`src/rtl/imem_pkg.sv`:
```
// Shared types and constants for the instruction-memory responder.
package imem_pkg;
    localparam int unsigned WORD_WIDTH     = 32;
    localparam int unsigned WAIT_CNT_WIDTH = 4;
    localparam logic [WORD_WIDTH-1:0] RV32_NOP = 32'h0000_0013;

    // Responder FSM encoding.
    typedef logic [1:0] state_t;
    localparam state_t ST_IDLE = 2'd0;
    localparam state_t ST_WAIT = 2'd1;
    localparam state_t ST_READ = 2'd2;
    localparam state_t ST_RESP = 2'd3;
endpackage

```
`src/rtl/imem_responder_if.sv`:
```
// Cache refill request bus: single word, valid held until ready.
interface imem_responder_if;
    import imem_pkg::*;

    logic                  mem_req_valid;
    logic                  mem_req_ready;
    logic [WORD_WIDTH-1:0] mem_req_addr;
    logic [WORD_WIDTH-1:0] mem_req_rdata;

    modport master (
        output mem_req_valid,
        output mem_req_addr,
        input  mem_req_ready,
        input  mem_req_rdata
    );

    modport slave (
        input  mem_req_valid,
        input  mem_req_addr,
        output mem_req_ready,
        output mem_req_rdata
    );
endinterface

```
`src/rtl/imem_wait_counter.sv`:
```
// Loadable down-counter with zero/one detect; saturates at zero.
module imem_wait_counter #(
    parameter int unsigned WIDTH = 4
) (
    input  logic             clk,
    input  logic             reset,
    input  logic             load_i,
    input  logic [WIDTH-1:0] load_val_i,
    input  logic             dec_i,
    output logic             zero_o,
    output logic             one_o
);
    logic [WIDTH-1:0] count_q;
    logic [WIDTH-1:0] count_d;

    always_comb begin
        count_d = count_q;
        if (load_i) begin
            count_d = load_val_i;
        end else if (dec_i && (count_q != '0)) begin
            count_d = count_q - WIDTH'(1);
        end
    end

    always_ff @(posedge clk or posedge reset) begin
        if (reset) begin
            count_q <= '0;
        end else begin
            count_q <= count_d;
        end
    end

    assign zero_o = (count_q == '0);
    assign one_o  = (count_q == WIDTH'(1));
endmodule

```
`src/rtl/imem_responder.sv`:
```
// Memory-side responder for icache refills: wait states, one-cycle SRAM read,
// one-cycle ready pulse, out-of-range NOP substitution and a response counter.
module imem_responder
    import imem_pkg::*;
#(
    parameter int unsigned           ADDR_WIDTH  = 14,
    parameter int unsigned           WAIT_STATES = 2,
    parameter logic [WORD_WIDTH-1:0] OOR_DATA    = RV32_NOP
) (
    input  logic                  clk,
    input  logic                  reset,
    imem_responder_if.slave       bus,
    output logic                  sram_en,
    output logic [ADDR_WIDTH-1:0] sram_addr,
    input  logic [WORD_WIDTH-1:0] sram_rdata,
    output logic                  err_oor,
    input  logic                  err_clr,
    output logic [WORD_WIDTH-1:0] req_count
);
    state_t                state_q, state_d;
    logic [ADDR_WIDTH-1:0] addr_q, addr_d;
    logic                  oor_q, oor_d;
    logic                  err_q, err_d;
    logic [WORD_WIDTH-1:0] count_q, count_d;
    logic [WORD_WIDTH-1:0] rdata_q, rdata_d;
    logic [WORD_WIDTH-1:0] resp_word;
    logic                  req_oor;
    logic                  cnt_load, cnt_dec, cnt_zero, cnt_one;
    logic                  unused_addr_lsb;

    // Any address bit above the SRAM word range marks the request out of range.
    assign req_oor         = (bus.mem_req_addr >> (ADDR_WIDTH + 2)) != '0;
    assign unused_addr_lsb = ^bus.mem_req_addr[1:0];
    assign resp_word       = oor_q ? OOR_DATA : sram_rdata;

    imem_wait_counter #(
        .WIDTH (WAIT_CNT_WIDTH)
    ) u_wait_counter (
        .clk        (clk),
        .reset      (reset),
        .load_i     (cnt_load),
        .load_val_i (WAIT_CNT_WIDTH'(WAIT_STATES)),
        .dec_i      (cnt_dec),
        .zero_o     (cnt_zero),
        .one_o      (cnt_one)
    );

    // Next-state and datapath updates; a dropped valid in WAIT/READ aborts.
    always_comb begin
        state_d  = state_q;
        addr_d   = addr_q;
        oor_d    = oor_q;
        err_d    = err_q;
        count_d  = count_q;
        rdata_d  = rdata_q;
        cnt_load = 1'b0;
        cnt_dec  = 1'b0;

        if (err_clr) begin
            err_d = 1'b0;
        end

        case (state_q)
            ST_IDLE: begin
                if (bus.mem_req_valid) begin
                    addr_d   = bus.mem_req_addr[ADDR_WIDTH+1:2];
                    oor_d    = req_oor;
                    cnt_load = 1'b1;
                    state_d  = (WAIT_STATES == 0) ? ST_READ : ST_WAIT;
                end
            end
            ST_WAIT: begin
                if (!bus.mem_req_valid) begin
                    state_d = ST_IDLE;
                end else begin
                    cnt_dec = 1'b1;
                    if (cnt_one || cnt_zero) begin
                        state_d = ST_READ;
                    end
                end
            end
            ST_READ: begin
                if (!bus.mem_req_valid) begin
                    state_d = ST_IDLE;
                end else begin
                    state_d = ST_RESP;
                    count_d = count_q + WORD_WIDTH'(1);
                    if (oor_q) begin
                        err_d = 1'b1;
                    end
                end
            end
            ST_RESP: begin
                rdata_d = resp_word;
                state_d = ST_IDLE;
            end
            default: begin
                state_d = ST_IDLE;
            end
        endcase
    end

    always_ff @(posedge clk or posedge reset) begin
        if (reset) begin
            state_q <= ST_IDLE;
            addr_q  <= '0;
            oor_q   <= 1'b0;
            err_q   <= 1'b0;
            count_q <= '0;
            rdata_q <= '0;
        end else begin
            state_q <= state_d;
            addr_q  <= addr_d;
            oor_q   <= oor_d;
            err_q   <= err_d;
            count_q <= count_d;
            rdata_q <= rdata_d;
        end
    end

    // SRAM data only arrives during RESP, so that cycle bypasses the hold register.
    assign bus.mem_req_ready = (state_q == ST_RESP);
    assign bus.mem_req_rdata = (state_q == ST_RESP) ? resp_word : rdata_q;
    assign sram_en           = (state_q == ST_READ) && !oor_q;
    assign sram_addr         = (state_q == ST_READ) ? addr_q : '0;
    assign err_oor           = err_q;
    assign req_count         = count_q;
endmodule

```
`src/flat_wrapper.sv`:
```
// flat-port wrapper written by rule: the top's interface ports become plain ports
module imem_responder_flat import imem_pkg::*;
#(
    parameter int unsigned           ADDR_WIDTH  = 14,
    parameter int unsigned           WAIT_STATES = 2,
    parameter logic [WORD_WIDTH-1:0] OOR_DATA    = RV32_NOP
)
  (clk, reset, sram_en, sram_addr, sram_rdata, err_oor, err_clr, req_count, bus_mem_req_valid, bus_mem_req_addr, bus_mem_req_ready, bus_mem_req_rdata);
  imem_responder_if bus_i ();
  input  logic clk;
  input  logic reset;
  output logic sram_en;
  output logic [ADDR_WIDTH-1:0] sram_addr;
  input  logic [WORD_WIDTH-1:0] sram_rdata;
  output logic err_oor;
  input  logic err_clr;
  output logic [WORD_WIDTH-1:0] req_count;
  input wire logic [$bits(bus_i.mem_req_valid)-1:0] bus_mem_req_valid;
  input wire logic [$bits(bus_i.mem_req_addr)-1:0] bus_mem_req_addr;
  output wire logic [$bits(bus_i.mem_req_ready)-1:0] bus_mem_req_ready;
  output wire logic [$bits(bus_i.mem_req_rdata)-1:0] bus_mem_req_rdata;
  assign bus_i.mem_req_valid = bus_mem_req_valid;
  assign bus_i.mem_req_addr = bus_mem_req_addr;
  assign bus_mem_req_ready = bus_i.mem_req_ready;
  assign bus_mem_req_rdata = bus_i.mem_req_rdata;
  imem_responder #(.ADDR_WIDTH(ADDR_WIDTH), .WAIT_STATES(WAIT_STATES), .OOR_DATA(OOR_DATA)) u_core (.clk(clk), .reset(reset), .bus(bus_i), .sram_en(sram_en), .sram_addr(sram_addr), .sram_rdata(sram_rdata), .err_oor(err_oor), .err_clr(err_clr), .req_count(req_count));
endmodule
```
`config.mk`:
```
export PLATFORM = sky130hd
export DESIGN_NAME = imem_responder_flat
export DESIGN_NICKNAME = d
export VERILOG_FILES = /design/src/rtl/imem_pkg.sv /design/src/rtl/imem_responder_if.sv /design/src/rtl/imem_wait_counter.sv /design/src/rtl/imem_responder.sv /design/src/flat_wrapper.sv
export SDC_FILE = /design/constraint.sdc
export NUM_CORES = 1
export LEC_CHECK = 0
export CAP_MARGIN = 20
export CORE_MARGIN = 10
export CORE_UTILIZATION = 47
export CTS_CLUSTER_SIZE = 12
export DETAILED_ROUTE_END_ITERATION = 16
export PLACE_DENSITY = 0.93
export SYNTH_ARGS = -nofsm -noshare
export SYNTH_HDL_FRONTEND = slang
export SYNTH_SLANG_ARGS = --single-unit
```
`constraint.sdc`:
```
create_clock -name clk -period 5.1 [get_ports clk]
set_input_delay 0.51 -clock clk [delete_from_list [all_inputs] [get_ports clk]]
set_output_delay 0.51 -clock clk [all_outputs]
set_load 0.02 [all_outputs]
```
Word-level counts from Yosys, hierarchy flattened. Cells that the tools add are included.

Memories kept: 0. Latch bits: 0. Memory bits (read-only): 0. Logic and storage cells: 44. Output and inout port bits: 81. RAM bits: 0. Bits in registers: 86.

$add $sub $neg: 2. Shift-type cells: 0. Reductions and logical operators: 12. Bitwise gates (word level): 0. $mul: 0. Divide/modulo/power cells: 0. Magnitude comparators: 0. Equality and inequality tests: 6. Mux-type cells: 17.

Operators by type and width (number): $mux W32 (2); $add A32 B1 Y32 const B (1); $reduce_bool A32 Y1 (1); $mux W14 (1); $mux W2 (4); $mux W4 (2); $pmux W2 S4 (1); $mux W1 (7); $reduce_and A2 Y1 (3); $eq A2 B2 Y1 const B (2); $eq A4 B1 Y1 const B (1); $logic_not A4 Y1 (1); $reduce_bool A4 Y1 (1); $sub A4 B1 Y4 const B (1); $ne A3 B2 Y1 const B (1); $eq A2 B1 Y1 const B (1); $logic_and A1 B1 Y1 (2); $logic_not A2 Y1 (1); $ne A2 B2 Y1 const B (1); $reduce_bool A2 Y1 (1); $logic_not A1 Y1 (1); $logic_or A1 B1 Y1 (1).

Logic depth before layout (Yosys ltp).
Word-level depth: 5. Depth in mapped cells: 6. Depth with buffers taken out: 5.

By module. From an unflattened synthesis, not the netlist that was laid out.

Cell total of the unflattened synthesis: 374. Area total of the unflattened synthesis: 3958.8 um2.

By module, submodules not included: imem_responder (area each 3684.8 um2, instances 1, cells each 343); imem_wait_counter (area each 274.0 um2, instances 1, cells each 31).

Worst setup path before layout. OpenSTA, ideal clock, no wires.

Path type: flip-flop to output port. Start: register u_core.state_q[1]. End: output bus_mem_req_rdata[24]. Setup slack: 3151 ps. Path buffers: 2. Data arrival time: 1439 ps. Data required time: 4590 ps. Cell stages (with the launch flop): 5. Path through: dfrtp_1 > nand2_1 > clkbuf_1 > clkbuf_1 > o21ai_0.

Longest elaborated chain between the ends: 2.

Ends and longest elaborated chain: start, declared (line imem_responder.sv:20) `state_t state_q, state_d;`; start signal, assigned (line imem_responder.sv:112) `state_q <= state_d;`; $eq A2 B2 Y1 (line imem_responder.sv:123) `assign bus.mem_req_rdata = (state_q == ST_RESP) ? resp_word : rdata_q;`; $mux W32 (line imem_responder.sv:123); end, declared (line flat_wrapper.sv:21) `output wire logic [$bits(bus_i.mem_req_rdata)-1:0] bus_mem_req_rdata;`.

No other way between the ends.

Worst setup path after layout.
Start: register u_core.state_q[1]. End: output bus_mem_req_rdata[4].

Same word-level chain as after synthesis.

==> impl_metrics.json <==
{
  "status": "complete, no violations",
  "use_met3": 0.0807,
  "syn_avg_cell_area_um2": 10.7,
  "reg2reg_slack_ns": 3.21,
  "vias": 3055,
  "first_pass_iters": 4,
  "insertion_delay_ns": 0.34,
  "grtUsageTotal": 0.167,
  "grt_max_degree": 66,
  "finalSetupTns_ns": 0,
  "slew-limit-headroom": 0.345,
  "grt_pass1_vias": 3318,
  "synthesis.nets": 429,
  "cts_buffer_depth": 2,
  "fp.dieW_um": 110,
  "drc_errors": 0,
  "core_area_mm2": 0.00781,
  "peakVddDrop_uv": 270,
  "worst_pin_slew_ns": 0.980,
  "hpwl_mm": 7.73,
  "ys_types": 32,
  "drt-initial-drc-count": 90,
  "hp-class": "reg -> reg",
  "yosys_register_bits": 86,
  "final-max-slew-violation-count": 0,
  "use_met1": 0.181,
  "fin_skew_ns": 0.0144,
  "num-nets-final": 573,
  "antenna_found_initial": 0,
  "rows": 32,
  "synth_edf_count": 0,
  "required_ns": 4.59,
  "post_cts_buffers": 0,
  "power_leakage_nw": 2.37,
  "grt_pass1_wl_mm": 16.1,
  "cts-root-buf": "clkbuf_8",
  "wl_per_cell_um": 16.8,
  "place_congestion": 0.764,
  "grt_setup_unrepaired": "false",
  "period_needed_ns": 3.21,
  "drive_gt1_frac": 0.0751,
  "ios": 149,
  "postCtsResizedCells": 0,
  "synthesis.area_mm2": 0.00383,
  "clock-sinks": 86,
  "ys.flop_type": "dfrtp_1",
  "via_per_inst": 5.02,
  "worstSetupPathType": "reg -> out",
  "r2r_start": "u_core.state_q[0]$_DFFE_PP0P_",
  "max_freq_ghz": 0.311,
  "clkTransAtPathRegs_ns": 0.08,
  "numCtsBuffers": 9,
  "async_reset_ff_frac": 1.00,
  "die_h_um": 110,
  "finish.utilization": 0.715,
  "setup_viol": 0,
  "drv_cap": 0,
  "synthCells": 357,
  "synthToLayoutAreaGrowth_pct": 45.7,
  "synth_top_cell_by_area": "dfrtp_1",
  "grt_overflow": 0,
  "arrival_ns": 2.70,
  "die-area_mm2": 0.0122,
  "synthTopCellsByArea": "dfrtp_1 56%, xnor2_1 5.7%, nand2b_1 5.1%",
  "use_met2": 0.285,
  "hold_viol": 0,
  "crit_path_start": "u_core.state_q[1]$_DFFE_PP0P_",
  "power.density_mw_per_mm2": 427,
  "ys_seq_area_frac": 0.562,
  "ys.warnings.count": 0,
  "start_util": 0.490,
  "htreeDepth": 3,
  "placement.io_buffers": 146,
  "final_antenna_net_count": 0,
  "hold_start": "u_core.req_count[31]$_DFFE_PP0P_",
  "cts_hold_buf": 0,
  "cp-end-kind": "output pin",
  "diodes": 0,
  "worstSetupStartpointType": "register",
  "cts_tree": "done",
  "fin_ws_ns": 1.89,
  "cp_max_fo": 65,
  "pre_cts_ws_ns": 2.25,
  "postRouteWirelength_mm": 10.2,
  "synth_top_area_share": 0.562,
  "busiest_layer": "met2",
  "fin_crit_sh": 0.630
}
-- cells in the mapped netlist, types with 2 or more instances --
master,instances
a21oi_1,3
xor2_1,8
nand4_1,8
nand3b_1,2
nor3_1,4
nor4_4,2
and3_1,5
o21ai_0,34
ha_1,4
and4_1,4
nand2b_1,31
inv_1,8
nor4_1,4
and2_1,14
buf_2,2
nor2b_1,2
nand2_1,44
nor2_1,13
dfrtp_1,86
clkbuf_1,12
mux2_2,15
or3_1,2
nand3_1,17
xnor2_1,25
-- per-layer routing --
layer,share of wire,wire length [um],up-vias
met2,0.50,5110,107
met3,0.11,1110,10
met5,0,0,-
li1,-,-,1481
met1,0.38,3870,1457
met4,0.011,113,0
-- report_power, final --
part	total, W	internal (W)	switching (W)
Combinational	0.000930	0.000439	0.000491
Clock	0.000479	0.000253	0.000226
Sequential	0.000974	0.000883	0.0000913
Total	0.00238	0.00158	0.000808
-- worst max-delay path, stage by stage (launching register included) --
cell and delay, ns:
dfrtp_1 0.52, nand2_2 0.61, o21ai_0 0.53, clkdlybuf4s50_1 0.69
-- final timing paths --
| path | to | depth (start not counted) |
|---|---|---|
| worst max-delay path | bus_mem_req_rdata[4] | 3 |
| worst min-delay path | u_core.req_count[31]$_DFFE_PP0P_ | 1 |
| worst max register to register | u_core.addr_q[5]$_DFFE_PP0P_ | 3 |
| worst min register to register | u_core.req_count[31]$_DFFE_PP0P_ | 1 |
| max in group asynchronous | u_core.rdata_q[29]$_DFF_PP0_ | 3 |
| min in group asynchronous | u_core.req_count[27]$_DFFE_PP0P_ | 2 |
-- final cells by class --
cell class | count | area (um^2)
fillers | 584 | 2230
multi-input cells | 248 | 1590
clock inverters | 3 | 42.5
repair buffers | 148 | 1480
clock buffers | 13 | 159
well taps | 102 | 128
flip-flops and latches | 86 | 2150
inverters | 8 | 31.3
-- flip-flops by register name (all words and copies together), names as in the netlist --
name and count:
u_core.addr_q 14, u_core.err_oor 1, u_core.oor_q 1, u_core.rdata_q 32, u_core.req_count 32, u_core.state_q 2, u_core.u_wait_counter.count_q 4
-- logic make-up (layout without fill, tap and decap cells) --
family,Yosys count,count (layout),share of synthesized area
and+or+nand+nor,156,156,0.227
DFF,86,86,0.562
buffers and inverters,23,172,0.0232
adders and majority gates,4,4,0.0131
muxes,15,15,0.0441
AOI/OAI and AO/OA,40,40,0.0546
xor gates and xnor gates,33,33,0.0755
-- metrics by stage --
| step | instance area [um^2] | instances | hold slack (ns) | total power [W] |
|---|---|---|---|---|
| 2_1_floorplan | 3830 | 357 | 0.472 | 0.00146 |
| 3_3_place_gp | 5370 | 591 | 0.460 | 0.00188 |
| 3_5_place_dp | 5370 | 591 | 0.487 | 0.00193 |
| 4_1_cts | 5570 | 607 | 0.503 | 0.00242 |
| 5_1_grt | 5580 | 608 | 0.526 | 0.00253 |
| 6_report | 5580 | 608 | 0.495 | 0.00238 |
-- placed cells by master (no fill, tap or decap), types with 2 or more instances in the layout --
cell type	synthesis	final
nor2_1	13	13
dfrtp_1	86	86
and2_1	14	14
xnor2_1	25	25
buf_4	0	2
or3_1	2	2
a21oi_1	3	3
nand4_1	8	8
nand3b_1	2	2
nor2b_1	2	2
and3_1	5	5
inv_1	8	7
mux2_2	15	15
o21ai_0	34	34
nand2b_1	31	31
clkbuf_1	12	2
nor4_1	4	4
and4_1	4	4
clkinv_2	0	2
nor3_1	4	4
nand3_1	17	17
clkbuf_8	0	11
ha_1	4	4
nor4_4	2	2
nand2_1	44	43
clkdlybuf4s50_1	0	146
xor2_1	8	8
No activity file was read; power rests on OpenSTA's default activity.
